## src/rtl/note_seq_pkg.sv

```systemverilog
// +----------------------------------------------------------------------+
// | note_seq_pkg : shared types for the note sequencer                     |
// | Rev 1.0 - initial release                                            |
// +----------------------------------------------------------------------+
`default_nettype none

package note_seq_pkg;

  localparam int unsigned c_NOTE_W = 4;
  localparam int unsigned c_OCT_W  = 2;

  typedef enum logic [1:0] {
    S_IDLE  = 2'd0,
    S_FETCH = 2'd1,
    S_HOLD  = 2'd2
  } seq_state_t;

  typedef struct packed {
    logic [c_OCT_W-1:0]  octave;
    logic [c_NOTE_W-1:0] note;
  } note_entry_t;

endpackage

`default_nettype wire

```

## src/rtl/note_ram.sv

```systemverilog
// +----------------------------------------------------------------------+
// | note_ram : DEPTH x WIDTH note store, one write port, registered read   |
// | Rev 1.0 - initial release                                            |
// +----------------------------------------------------------------------+
`default_nettype none

module note_ram #(
  parameter int DEPTH = 16,
  parameter int WIDTH = 6
) (
  input  logic                     clk,
  input  logic                     reset,
  input  logic                     i_we,
  input  logic [$clog2(DEPTH)-1:0] i_waddr,
  input  logic [WIDTH-1:0]         i_wdata,
  input  logic                     i_rd_load,
  input  logic                     i_rd_keep,
  input  logic [$clog2(DEPTH)-1:0] i_raddr,
  output logic [WIDTH-1:0]         o_rdata
);

  logic [WIDTH-1:0] r_mem [DEPTH];
  logic [WIDTH-1:0] r_rdata;

  always_ff @(posedge clk) begin
    if (i_we) r_mem[i_waddr] <= i_wdata;
  end

  // Read register doubles as the output register: it is zero whenever no note is sounding.
  always_ff @(posedge clk or posedge reset) begin
    if (reset)           r_rdata <= '0;
    else if (i_rd_load)  r_rdata <= r_mem[i_raddr];
    else if (!i_rd_keep) r_rdata <= '0;
  end

  assign o_rdata = r_rdata;

endmodule

`default_nettype wire

```

## src/rtl/note_sequencer.sv

```systemverilog
// +----------------------------------------------------------------------+
// | note_sequencer : records {octave,note} entries and plays them back,    |
// | holding each for tick_len cycles. Optional looping via SEQ_LOOP_EN.    |
// | Rev 1.0 - initial release                                            |
// +----------------------------------------------------------------------+
`default_nettype none

module note_sequencer
  import note_seq_pkg::*;
#(
  parameter int DEPTH  = 16,
  parameter int NOTE_W = 4,
  parameter int OCT_W  = 2,
  parameter int TICK_W = 24
) (
  input  logic                     clk,
  input  logic                     reset,
  input  logic                     i_rec_valid,
  output logic                     o_rec_ready,
  input  logic [NOTE_W-1:0]        i_note_in,
  input  logic [OCT_W-1:0]         i_octave_in,
  input  logic                     i_clear,
  input  logic                     i_play_start,
  input  logic                     i_stop,
  input  logic                     i_loop,
  input  logic [TICK_W-1:0]        i_tick_len,
  output logic                     o_play_valid,
  output logic [NOTE_W-1:0]        o_note_out,
  output logic [OCT_W-1:0]         o_octave_out,
  output logic [$clog2(DEPTH)-1:0] o_play_idx,
  output logic [$clog2(DEPTH):0]   o_count,
  output logic                     o_full,
  output logic                     o_done
);

  localparam int              c_AW        = $clog2(DEPTH);
  localparam logic [c_AW:0]   c_CNT_ONE   = (c_AW+1)'(1);
  localparam logic [c_AW:0]   c_CNT_DEPTH = (c_AW+1)'(DEPTH);
  localparam logic [c_AW-1:0] c_IDX_ONE   = c_AW'(1);

  seq_state_t                r_state;
  logic [c_AW:0]             r_count;
  logic [c_AW-1:0]           r_play_idx;
  logic                      r_play_valid;
  logic                      r_done;
  logic [TICK_W-1:0]         r_remain;

  logic                      w_full;
  logic                      w_rec_ready;
  logic                      w_wr_en;
  logic                      w_last;
  logic                      w_expire;
  logic                      w_rd_load;
  logic                      w_rd_keep;
  logic [TICK_W-1:0]         w_tick_init;
  logic [OCT_W+NOTE_W-1:0]   w_rd_data;

  assign w_full      = (r_count == c_CNT_DEPTH);
  assign w_rec_ready = (r_state == S_IDLE) & ~w_full & ~i_stop & ~i_clear & ~i_play_start;
  assign w_wr_en     = i_rec_valid & w_rec_ready;
  assign w_last      = (({1'b0, r_play_idx} + c_CNT_ONE) == r_count);
  assign w_expire    = (r_state == S_HOLD) & (r_remain == '0);
  assign w_tick_init = (i_tick_len == '0) ? '0 : i_tick_len - TICK_W'(1);
  assign w_rd_load   = (r_state == S_FETCH) & ~i_stop;
  assign w_rd_keep   = (r_state == S_HOLD) & ~i_stop & ~w_expire;

  note_ram #(
    .DEPTH (DEPTH),
    .WIDTH (OCT_W + NOTE_W)
  ) u_ram (
    .clk       (clk),
    .reset     (reset),
    .i_we      (w_wr_en),
    .i_waddr   (r_count[c_AW-1:0]),
    .i_wdata   ({i_octave_in, i_note_in}),
    .i_rd_load (w_rd_load),
    .i_rd_keep (w_rd_keep),
    .i_raddr   (r_play_idx),
    .o_rdata   (w_rd_data)
  );

`ifndef SEQ_LOOP_EN
  logic w_unused_loop;
  assign w_unused_loop = i_loop;
`endif

  always_ff @(posedge clk or posedge reset) begin
    if (reset) begin
      r_state      <= S_IDLE;
      r_count      <= '0;
      r_play_idx   <= '0;
      r_play_valid <= 1'b0;
      r_done       <= 1'b0;
      r_remain     <= '0;
    end else begin
      r_done <= 1'b0;
      case (r_state)
        S_IDLE: begin
          if (!i_stop) begin
            if (i_clear) begin
              r_count <= '0;
            end else if (i_play_start) begin
              if (r_count != '0) begin
                r_state    <= S_FETCH;
                r_play_idx <= '0;
              end else begin
                r_done <= 1'b1;
              end
            end else if (w_wr_en) begin
              r_count <= r_count + c_CNT_ONE;
            end
          end
        end
        S_FETCH: begin
          if (i_stop) begin
            r_state <= S_IDLE;
          end else begin
            r_state      <= S_HOLD;
            r_play_valid <= 1'b1;
            r_remain     <= w_tick_init;
          end
        end
        S_HOLD: begin
          if (i_stop) begin
            r_state      <= S_IDLE;
            r_play_valid <= 1'b0;
          end else if (w_expire) begin
            r_play_valid <= 1'b0;
            if (!w_last) begin
              r_play_idx <= r_play_idx + c_IDX_ONE;
              r_state    <= S_FETCH;
            end
`ifdef SEQ_LOOP_EN
            else if (i_loop) begin
              r_play_idx <= '0;
              r_state    <= S_FETCH;
            end
`endif
            else begin
              r_state <= S_IDLE;
              r_done  <= 1'b1;
            end
          end else begin
            r_remain <= r_remain - TICK_W'(1);
          end
        end
        default: r_state <= S_IDLE;
      endcase
    end
  end

  assign o_rec_ready  = w_rec_ready;
  assign o_full       = w_full;
  assign o_play_valid = r_play_valid;
  assign o_note_out   = w_rd_data[NOTE_W-1:0];
  assign o_octave_out = w_rd_data[OCT_W+NOTE_W-1:NOTE_W];
  assign o_play_idx   = r_play_idx;
  assign o_count      = r_count;
  assign o_done       = r_done;

endmodule

`default_nettype wire

```

## config.mk

```make
export PLATFORM = sky130hd
export DESIGN_NAME = note_sequencer
export DESIGN_NICKNAME = d
export VERILOG_FILES = /design/src/rtl/note_seq_pkg.sv /design/src/rtl/note_ram.sv /design/src/rtl/note_sequencer.sv
export SDC_FILE = /design/constraint.sdc
export NUM_CORES = 1
export LEC_CHECK = 0
export BUFFER_PORTS_ARGS = -buffer_cell sky130_fd_sc_hd__buf_4
export CAP_MARGIN = 20
export CORE_UTILIZATION = 60
export DETAILED_ROUTE_END_ITERATION = 16
export PLACE_DENSITY = 0.84
export SYNTH_ARGS = -nofsm -noshare
export SYNTH_HDL_FRONTEND = slang
export SYNTH_SLANG_ARGS = --single-unit
```

## constraint.sdc

```tcl
create_clock -name clk -period 2.77 [get_ports clk]
set_input_delay 0 -clock clk [delete_from_list [all_inputs] [get_ports clk]]
set_output_delay 0 -clock clk [all_outputs]
set_load 0.01 [all_outputs]
```

==> reports/results.ini <==
[worst_hold_path]
min_path_type = input port to flip-flop

[outcome]
status = complete, no violations

[finish]
area_delta_synth_final_pct = 20.8
layout_common_cells = 96 x edfxtp_1, 77 x buf_4, 42 x dfrtp_1, 30 x mux4_2, 29 x o21ai_0
multi_input_area_sq_um = 2700
finalNetCount = 642
diodes = 0
seq_area_sq_um = 3960
fill_cells = 651
drive_above_1_share_pct = 26.3
fin_util_pct = 75.1
final_common_cell = edfxtp_1

[sta]
fin_setup_tns_ns = 0
layout_min_cycle_time_ns = 2.66
finalCritPeriodShare_pct = 96.0
hold_viol_final = 0
report.final.slew_viol_count = 0
worst_pin_slew_ns = 0.976
worst_slack_ns = 0.111
timing.slew.headroom_pct = 34.0
finalSetupViolCount = 0
clock.fmax_mhz = 376
fin_skew_ns = 0.0163
rsz0062_at_grt = no

[yosys]
syn-num-nets = 554
synthDistinctLibCells = 64
synth.avg_cell_area_sq_um = 13.4
syn_inst = 508
synth-edff-count = 96
ys_seq_elements = 139
synth_top_flop_cell = edfxtp_1
async_flop_share_pct = 30.9
yosysWarnings = 0
syn-cell-area_sq_um = 6830
ys_seq_area_share_pct = 58.0

[detailed_routing]
vias = 5024
postRouteAntennaNets = 0
drt-pass1-iter-count = 5
vias_per_cell = 6.72
drtIter0Drc = 548
wl_per_cell_microns = 23.6
drc = 0
drt_wl_total_microns = 17700

[critical_path]
start_kind = flip-flop
end_kind = flip-flop
path_max_fanout = 7
arrival_ns = 2.92
cp_data_required_time_ns = 3.03
critPathKind = flip-flop to flip-flop

[grt]
grt_use_met3_pct = 8.31
grt_antenna_before_repair = 0
grt_pass1_vias = 4850
busiest_layer = met2
grt_pass1_wl_microns = 27100
grt.total_usage_pct = 32.3
grt_max_degree = 30
overflow = 0
use_met1_pct = 42.4
use_met2_pct = 50.7

[pwr]
p_seq_share_pct = 39.9
power_frac_comb_pct = 26.5
p_leak_nw = 3.06
clockPowerShare_pct = 33.6
p_switching_mw = 2.10
powerDensity_nw_per_um2 = 813
internal_power_mw = 4.60
vdd_ir_drop_max_v = 0.000652
swShare_pct = 31.4

[floorplan]
initial_core_util_pct = 62.2
ios = 56
dieArea_sq_um = 11800
die_w_microns = 109
coreArea_sq_um = 11000
rows = 38
die_h_microns = 109

[clocking]
cts_setup_buffers = 0
cts_tree = done
cts.htree.levels = 4
clock_latency_ns = 0.42
root_buffer = clkbuf_16
cts_buffers = 17
clk_pin_slew_worst_paths_ns = 0.06
numClockSinks = 139
clk_path_buf_depth = 2

[place]
dpl_worst_slack_ns = 0.232
place_congestion = 0.872
hpwlAfterDp_microns = 10900
io_buffer_count = 54

[flow_run]
cap_violations = 0

==> Yosys cell counts, types with 3 or more instances <==
cell | instances | area share (%)
dfrtp_1 | 43 | 16
nor4b_1 | 3 | 0.38
buf_4 | 3 | 0.33
nand2_1 | 21 | 1.2
o21ai_0 | 29 | 2.1
and3_1 | 14 | 1.3
clkbuf_1 | 16 | 0.88
a21oi_1 | 16 | 1.2
nor2_1 | 27 | 1.5
nor3b_1 | 5 | 0.55
o21ai_1 | 6 | 0.44
buf_2 | 5 | 0.37
nor4_4 | 3 | 0.93
edfxtp_1 | 96 | 42
inv_1 | 12 | 0.66
nand4b_1 | 3 | 0.38
a21o_1 | 4 | 0.44
and2_1 | 6 | 0.55
xor2_1 | 14 | 1.8
nand2b_1 | 4 | 0.37
nor4_1 | 9 | 0.82
a22o_1 | 11 | 1.4
ha_1 | 9 | 1.6
or4_1 | 5 | 0.55
mux4_2 | 30 | 9.9
nand3_1 | 12 | 0.88
xnor2_1 | 15 | 1.9
or3_1 | 3 | 0.27
or3b_2 | 3 | 0.38
nor3_1 | 18 | 1.3
nor2b_1 | 8 | 0.73
o22ai_1 | 6 | 0.55
nand4_1 | 4 | 0.37
o211ai_1 | 4 | 0.44
==> cells by family (layout without fill, tap and decap cells) <==
kind of cell | count (synthesis) | in the layout | synth area share, %
AOI/OAI and AO/OA | 95 | 95 | 9.31
xor gates and xnor gates | 29 | 29 | 3.72
adders and majority gates | 9 | 9 | 1.65
buffers and inverters | 40 | 140 | 2.57
DFF | 139 | 139 | 58.0
muxes | 31 | 31 | 10.0
and+or+nand+nor | 165 | 165 | 14.7
==> what timing repair did <==
item                                   CTS  global route
hold buffers                            18             0
gates resized for setup                  0             1
endpoints found under the hold margin  122             0
setup endpoints to repair                0             6
==> sequential cells by signal, indices dropped and copies added (netlist names) <==
register and flops:
o_play_valid 1, o_play_idx 4, r_state 2, o_count 5
o_done 1, u_ram.o_rdata 6, r_remain 24, u_ram.r_mem 96
==> stage by stage <==
step	hold slack [ns]	instance area, sq um	power [mW]	cells
finish	0.0167	8250	6.71	748
global placement	0.0122	7480	4.30	699
global route	0.0483	8250	6.95	748
CTS	0.00282	8250	6.68	748
floorplan	0.0670	6830	3.86	508
detailed placement	0.0175	7480	4.40	699
==> metal layers <==
metal,vias up,part of all wire (%)
li1,2160,-
met1,2474,39
met2,318,48
met3,72,8.4
met4,0,4.2
met5,-,0
==> power by group through the flow <==
stage	combinational [mW]	clock [mW]	sequential [mW]
3_5_place_dp	1.69	0	2.70
2_1_floorplan	1.20	0	2.66
5_1_grt	1.90	2.35	2.71
4_1_cts	1.75	2.26	2.67
3_3_place_gp	1.61	0	2.68
6_report	1.77	2.25	2.68
==> worst paths after layout <==
path | startpoint | end | slack (ns) | cells after the start
setup / recovery | o_count[1]$_DFFE_PP0P_ | o_count[4]$_DFFE_PP0P_ | 0.11 | 9
hold / removal | i_tick_len[12] | r_remain[12]$_DFFE_PP0P_ | 0.02 | 4
setup reg to reg | o_count[1]$_DFFE_PP0P_ | o_count[4]$_DFFE_PP0P_ | 0.11 | 9
hold reg to reg | u_ram.o_rdata[1]$_DFFE_PP0P_ | u_ram.o_rdata[1]$_DFFE_PP0P_ | 0.51 | 1
max in group asynchronous | reset | o_play_idx[0]$_DFFE_PP0P_ | 1.88 | 4
min in group asynchronous | reset | u_ram.o_rdata[3]$_DFFE_PP0P_ | 0.13 | 3
==> critical path, stage by stage, from the launching register on <==
cell      delay (ns)
dfrtp_1         0.47
inv_1           0.15
ha_1            0.31
nor4bb_1        0.43
nor3b_1         0.14
buf_4           0.17
and3_1          0.20
and3_1          0.31
xor2_1          0.18
nor2b_1         0.15
==> area by class of cell <==
cell class | instances | area share (%)
Clock buffer | 17 | 5.16
Clock inverter | 14 | 1.91
Inverter | 13 | 0.592
Multi-Input combinational cell | 329 | 32.8
Sequential cell | 139 | 48.0
Tap cell | 140 | 2.12
Timing Repair Buffer | 96 | 9.44
No activity file was read; power rests on OpenSTA's default activity.
